`src/rtl/ad_fifo_uart_sched.sv`:
```
`default_nettype none
// ============================================================================
//  Module      : ad_fifo_uart_sched
//  Description : Drains the AD FIFO into a byte-wide UART as header-prefixed
//                frames that close on CR/LF, FIFO empty or a length limit.
//  Revision    : 1.0 - initial release
// ============================================================================
module ad_fifo_uart_sched #(
    parameter logic [7:0]  HDR_BYTE  = 8'hAA,
    parameter logic [15:0] WM_LEVEL  = 16'd64,
    parameter logic [31:0] TIMEOUT   = 32'd5_000_000,
    parameter logic [15:0] MAX_BYTES = 16'd1024
) (
    input  logic        clk,
    input  logic        reset_n,
    input  logic        enable,
    input  logic        fifo_empty,
    input  logic [15:0] fifo_usedw,
    input  logic [7:0]  fifo_q,
    output logic        fifo_rdreq,
    input  logic        tx_busy,
    output logic        tx_start,
    output logic [7:0]  tx_data,
    output logic [15:0] byte_cnt,
    output logic        frame_done,
    output logic [2:0]  sched_state
);

    typedef enum logic [2:0] {
        S_IDLE = 3'd0,
        S_HDR  = 3'd1,
        S_RD   = 3'd2,
        S_LAT  = 3'd3,
        S_SEND = 3'd4,
        S_TXW  = 3'd5,
        S_END  = 3'd6
    } state_t;

    localparam logic [7:0]  c_CR      = 8'h0D;
    localparam logic [7:0]  c_LF      = 8'h0A;
    localparam logic [31:0] c_TO_MAX  = 32'hFFFF_FFFF;
    localparam logic [15:0] c_CNT_MAX = 16'hFFFF;

    state_t      r_state;
    logic [31:0] r_to_cnt;
    logic        r_prev_0d;
    logic        r_crlf;
    logic        r_txw_first;
    logic        r_after_hdr;
    logic [7:0]  r_tx_data;
    logic [15:0] r_byte_cnt;

    logic        w_start_frame;
    logic        w_tx_start;
    logic        w_rdreq;
    logic        w_frame_end;

    assign w_start_frame = enable &&
                           ((fifo_usedw >= WM_LEVEL) || (!fifo_empty && (r_to_cnt >= TIMEOUT)));
    assign w_tx_start    = ((r_state == S_HDR) || (r_state == S_SEND)) && !tx_busy;
    assign w_rdreq       = (r_state == S_RD) && enable && !fifo_empty;
    assign w_frame_end   = r_crlf || (r_byte_cnt == MAX_BYTES);

    always_ff @(posedge clk or negedge reset_n) begin
        if (!reset_n) begin
            r_state     <= S_IDLE;
            r_to_cnt    <= 32'd0;
            r_prev_0d   <= 1'b0;
            r_crlf      <= 1'b0;
            r_txw_first <= 1'b0;
            r_after_hdr <= 1'b0;
            r_tx_data   <= 8'd0;
            r_byte_cnt  <= 16'd0;
        end else begin
            case (r_state)
                S_IDLE: begin
                    if (w_start_frame) begin
                        r_state    <= S_HDR;
                        r_tx_data  <= HDR_BYTE;
                        r_byte_cnt <= 16'd0;
                        r_prev_0d  <= 1'b0;
                        r_crlf     <= 1'b0;
                        r_to_cnt   <= 32'd0;
                    end else if (fifo_empty) begin
                        r_to_cnt <= 32'd0;
                    end else if (r_to_cnt != c_TO_MAX) begin
                        r_to_cnt <= r_to_cnt + 32'd1;
                    end
                end
                S_HDR: begin
                    if (w_tx_start) begin
                        r_state     <= S_TXW;
                        r_txw_first <= 1'b1;
                        r_after_hdr <= 1'b1;
                    end
                end
                S_RD: begin
                    if (!enable || fifo_empty) begin
                        r_state <= S_END;
                    end else begin
                        r_state <= S_LAT;
                    end
                end
                S_LAT: begin
                    r_tx_data <= fifo_q;
                    r_state   <= S_SEND;
                end
                S_SEND: begin
                    if (w_tx_start) begin
                        if (r_byte_cnt != c_CNT_MAX) begin
                            r_byte_cnt <= r_byte_cnt + 16'd1;
                        end
                        // CR/LF pair is judged against the previous byte's flag before it is overwritten
                        r_crlf      <= r_prev_0d && (r_tx_data == c_LF);
                        r_prev_0d   <= (r_tx_data == c_CR);
                        r_state     <= S_TXW;
                        r_txw_first <= 1'b1;
                        r_after_hdr <= 1'b0;
                    end
                end
                S_TXW: begin
                    if (r_txw_first) begin
                        r_txw_first <= 1'b0;
                    end else if (!tx_busy) begin
                        if (!r_after_hdr && w_frame_end) begin
                            r_state <= S_END;
                        end else begin
                            r_state <= S_RD;
                        end
                    end
                end
                S_END: begin
                    r_state <= S_IDLE;
                end
                default: begin
                    r_state <= S_IDLE;
                end
            endcase
        end
    end

    assign fifo_rdreq  = w_rdreq;
    assign tx_start    = w_tx_start;
    assign frame_done  = (r_state == S_END);
    assign tx_data     = r_tx_data;
    assign byte_cnt    = r_byte_cnt;
    assign sched_state = r_state;

endmodule
`default_nettype wire

```
`config.mk`:
```
export PLATFORM = sky130hd
export DESIGN_NAME = ad_fifo_uart_sched
export DESIGN_NICKNAME = d
export VERILOG_FILES = /design/src/rtl/ad_fifo_uart_sched.sv
export SDC_FILE = /design/constraint.sdc
export NUM_CORES = 1
export LEC_CHECK = 0
export CORE_MARGIN = 2
export CORE_UTILIZATION = 49
export DETAILED_ROUTE_END_ITERATION = 16
export GPL_ROUTABILITY_DRIVEN = 0
export GPL_TIMING_DRIVEN = 1
export PLACE_DENSITY = 0.76
export SLEW_MARGIN = 20
export SYNTH_ARGS = -nofsm -noshare
export SYNTH_HDL_FRONTEND = slang
export SYNTH_SLANG_ARGS = --single-unit
```
`constraint.sdc`:
```
create_clock -name clk -period 2.3 [get_ports clk]
set_input_delay 0.46 -clock clk [delete_from_list [all_inputs] [get_ports clk]]
set_output_delay 0.46 -clock clk [all_outputs]
set_load 0.01 [all_outputs]
```
==> out/results.txt <==
initial antenna violation count - 0
Critical Path RT - 2.53 ns
largest family of logic cells by synthesized area - simple AND/OR/NAND/NOR gates
Yosys reg bits - 63
xor/xnor share of the synthesized area - 0.4503%
critical path's slowest cell - or4_4
Post-synth EDFFs - 0
die span in y - 93.10 µm
Setup Viol. Count Final - 10
combinational share of power - 41.2%
sw frac - 37.52%
status - finished with violations
failing checks - setup timing
remaining antenna violation count - 0
hold crit path type - in -> async
vias in the first global route - 4026
vias per cell - 6.111
pwr/cell area - 792.0 mW/mm²
CTS tree - built
Critical Path Start Type - flop
post-synthesis mux area share - 1.898%
pin count of the biggest net entering global routing - 64
compound-gate portion of the synthesized area - 21.20%
final wirelength - 11.58 mm
Worst Skew - 0.006703 ns
post-synth top area share - 40.53%
Syn Area/Cell - 8.438 µm²
clk slew on worst S/H paths - 0.08 ns
antenna cells - 0
final setup margin - -0.05463 ns
DR DRC count - 0
Flop pwr share - 34.9%
Die X - 93.10 µm
crit-path cells - or2_4 > or4_4 > or2_4 > a21oi_4 > buf_12 > nor3_4 > mux2_4
leakage power - 2.173 nW
DRT Pass-1 Iters - 5
Syn Inst Count - 461
most frequent cell after synthesis - dfrtp_1
htree depth - 3
Port-buffer cells - 52
crit end category - flop
Inst Count DP - 651
synth top area cells - dfrtp_1 (41%), o21ai_0 (4.5%), nand3_1 (4.4%)
total clock sinks - 63
layout cells sized above 1 - 20.63%
Power Internal - 2.612 mW
cell taking the most area after synthesis - dfrtp_1
path type of the worst setup path - reg -> reg
most used cell, CP - or2_4
total global routing overflow - 0
post-synth net total - 494
Tmin final - 2.355 ns
CP arrival - 2.59 ns
Post-Syn Area - 0.003890 mm²
die area - 0.008668 mm²
core box area - 0.007727 mm²
worst-skew pair later-pin latency - 0.35 ns
Boundary Pins - 59
DR vias - 4088
first-pass GRT wire length - 18.93 mm
synth cell count leaders - dfrtp_1 (63), nor2_1 (45), nand2_1 (43)
hold buffer count at cts - 0
synth unique cells - 60
RSZ-0062 raised after global routing - yes
Non-Filler Instances - 669
synth-to-layout area growth - 35.70%
period utilization - 102.4%
CP top delay family - simple AND/OR/NAND/NOR gates
YS warnings - 0
WL/cell - 17.30 µm
Seq/Total Area, Yosys - 40.53%
Tightest Pin Transition - 0.5615 ns
CTS Buffer Depth - 2
multi-input logic area - 0.002305 mm²
Reg area - 0.001578 mm²
Initial Util - 50.34%
Post-Synth Simple-Gate Area - 30.59%
Post-DP HPWL - 8.098 mm
Max Transition Viols Final - 0
worst path buffer plus inverter count - 1
Primary FF master, synth - dfrtp_1
DR iter-0 viols - 191
row cnt - 32
post-layout util - 68.31%
Largest stage delay, worst path - 0.54 ns
max_slew headroom - 62.43%
P_sw - 1.569 mW
clock share of power - 23.9%
CP max FO - 7
ys async rst share - 100.0%
fmax - 424.7 MHz
final hold violation count - 0
max_cap viols - 0
Clock Root Buffer - clkbuf_8
GRT Overall Usage - 27.17%
worst IR drop on VDD - 0.3969 mV
Adder-Cell Fraction of Synth Area - 1.287%
FILL cells - 617
TritonCTS Buffers - 9
final net count - 595
-- per-layer routing --
| metal | wire [µm] | global-route usage, % | vias up |
|---|---|---|---|
| li1 | - | - | 1932 |
| met1 | 4688 | 34.88 | 1978 |
| met2 | 6038 | 46.80 | 157 |
| met3 | 672 | 4.432 | 21 |
| met4 | 175 | 8.946 | 0 |
| met5 | 0 | 0 | - |
-- power groups by stage --
stage	logic, mW	clock network (mW)	registers (mW)
global route	1.91	1.06	1.49
CTS	1.65	1.01	1.45
finish	1.72	0.997	1.46
floorplan	0.865	0	1.47
global placement	1.55	0	1.46
detailed placement	1.59	0	1.47
-- worst register-to-register path: stages (launching register included) --
cell     delay (ns)
dfrtp_1        0.38
or2_4          0.26
or4_4          0.54
or2_4          0.26
a21oi_4        0.30
buf_12         0.17
nor3_4         0.05
mux2_4         0.27
-- cell usage in the layout, fill, tap and decap left out, types with 3 or more instances in the layout --
| cell | synthesis | routed |
|---|---|---|
| nor4_1 | 14 | 11 |
| clkdlybuf4s50_1 | 0 | 50 |
| or3_1 | 4 | 3 |
| a31oi_1 | 7 | 6 |
| nor3_2 | 2 | 5 |
| o21ai_1 | 2 | 6 |
| nor3_1 | 21 | 16 |
| a22o_1 | 11 | 11 |
| and2_1 | 6 | 6 |
| nor2_1 | 45 | 44 |
| nor2b_1 | 4 | 4 |
| nor4b_1 | 3 | 3 |
| o21ai_0 | 35 | 23 |
| a21o_1 | 8 | 8 |
| or4_4 | 1 | 3 |
| or2_2 | 3 | 3 |
| a211oi_1 | 3 | 3 |
| o22ai_1 | 4 | 4 |
| mux2i_1 | 4 | 4 |
| nand3_1 | 34 | 34 |
| nand2_1 | 43 | 43 |
| or4_1 | 9 | 7 |
| ha_1 | 4 | 4 |
| a21oi_1 | 24 | 23 |
| nand4_1 | 10 | 10 |
| inv_1 | 14 | 14 |
| o21ai_2 | 0 | 8 |
| buf_12 | 0 | 3 |
| buf_6 | 2 | 5 |
| clkbuf_8 | 0 | 10 |
| buf_4 | 1 | 51 |
| o31ai_1 | 10 | 9 |
| and3_1 | 13 | 12 |
| nor3b_1 | 3 | 3 |
| dfrtp_1 | 63 | 62 |
-- what timing repair did --
item	in CTS	in global routing
buffers inserted	1	0
pin swaps	8	13
gates cloned	0	1
setup endpoints to repair	30	49
resized for setup	17	31
-- area by class of cell --
class / count / share of cell area, %
Multi-Input combinational cell: 362 / 43.66
Clock buffer: 11 / 2.678
Timing Repair Buffer: 112 / 19.29
Inverter: 14 / 0.9955
Clock inverter: 5 / 1.067
Tap cell: 102 / 2.418
Sequential cell: 63 / 29.89
-- logic make-up after synthesis --
logic type | Yosys count
and+or+nand+nor | 225
xor gates and xnor gates | 2
buffers and inverters | 36
muxes | 7
AOI/OAI and AO/OA | 124
DFF | 63
adders and majority gates | 4
-- path summary, 6_finish.rpt --
| kind | start | endpoint | slack [ns] | cells past startpoint |
|---|---|---|---|---|
| setup / recovery | r_to_cnt[20] | r_to_cnt[8] | -0.05 | 7 |
| hold / removal | reset_n | byte_cnt[5] | 0.11 | 2 |
| setup reg to reg | r_to_cnt[20] | r_to_cnt[8] | -0.05 | 7 |
| hold reg to reg | r_after_hdr | r_after_hdr | 0.53 | 2 |
| max in group asynchronous | reset_n | sched_state[0] | 1.89 | 2 |
| min in group clk | r_after_hdr | r_after_hdr | 0.53 | 2 |
-- sequential cells by signal, summed over array words and instances, names as in the netlist --
register / flops
sched_state: 3
tx_data: 8
r_after_hdr: 1
r_to_cnt: 32
r_prev_0d: 1
r_txw_first: 1
r_crlf: 1
byte_cnt: 16
-- through the flow --
stage | setup TNS, ns | worst slack, ns | total power, mW | hold WS, ns | instance area, µm²
floorplan | 0 | 0.08927 | 2.336 | 0.1644 | 3890
global route | -1.364 | -0.09238 | 4.451 | 0.1568 | 5279
detailed placement | -10.79 | -0.3665 | 3.068 | 0.5002 | 4906
finish | -0.2557 | -0.05463 | 4.181 | 0.1145 | 5279
global placement | -7.484 | -0.2925 | 3.015 | 0.4780 | 4906
CTS | -0.6596 | -0.09397 | 4.111 | 0.1344 | 5162
No activity file was read; power rests on OpenSTA's default activity.
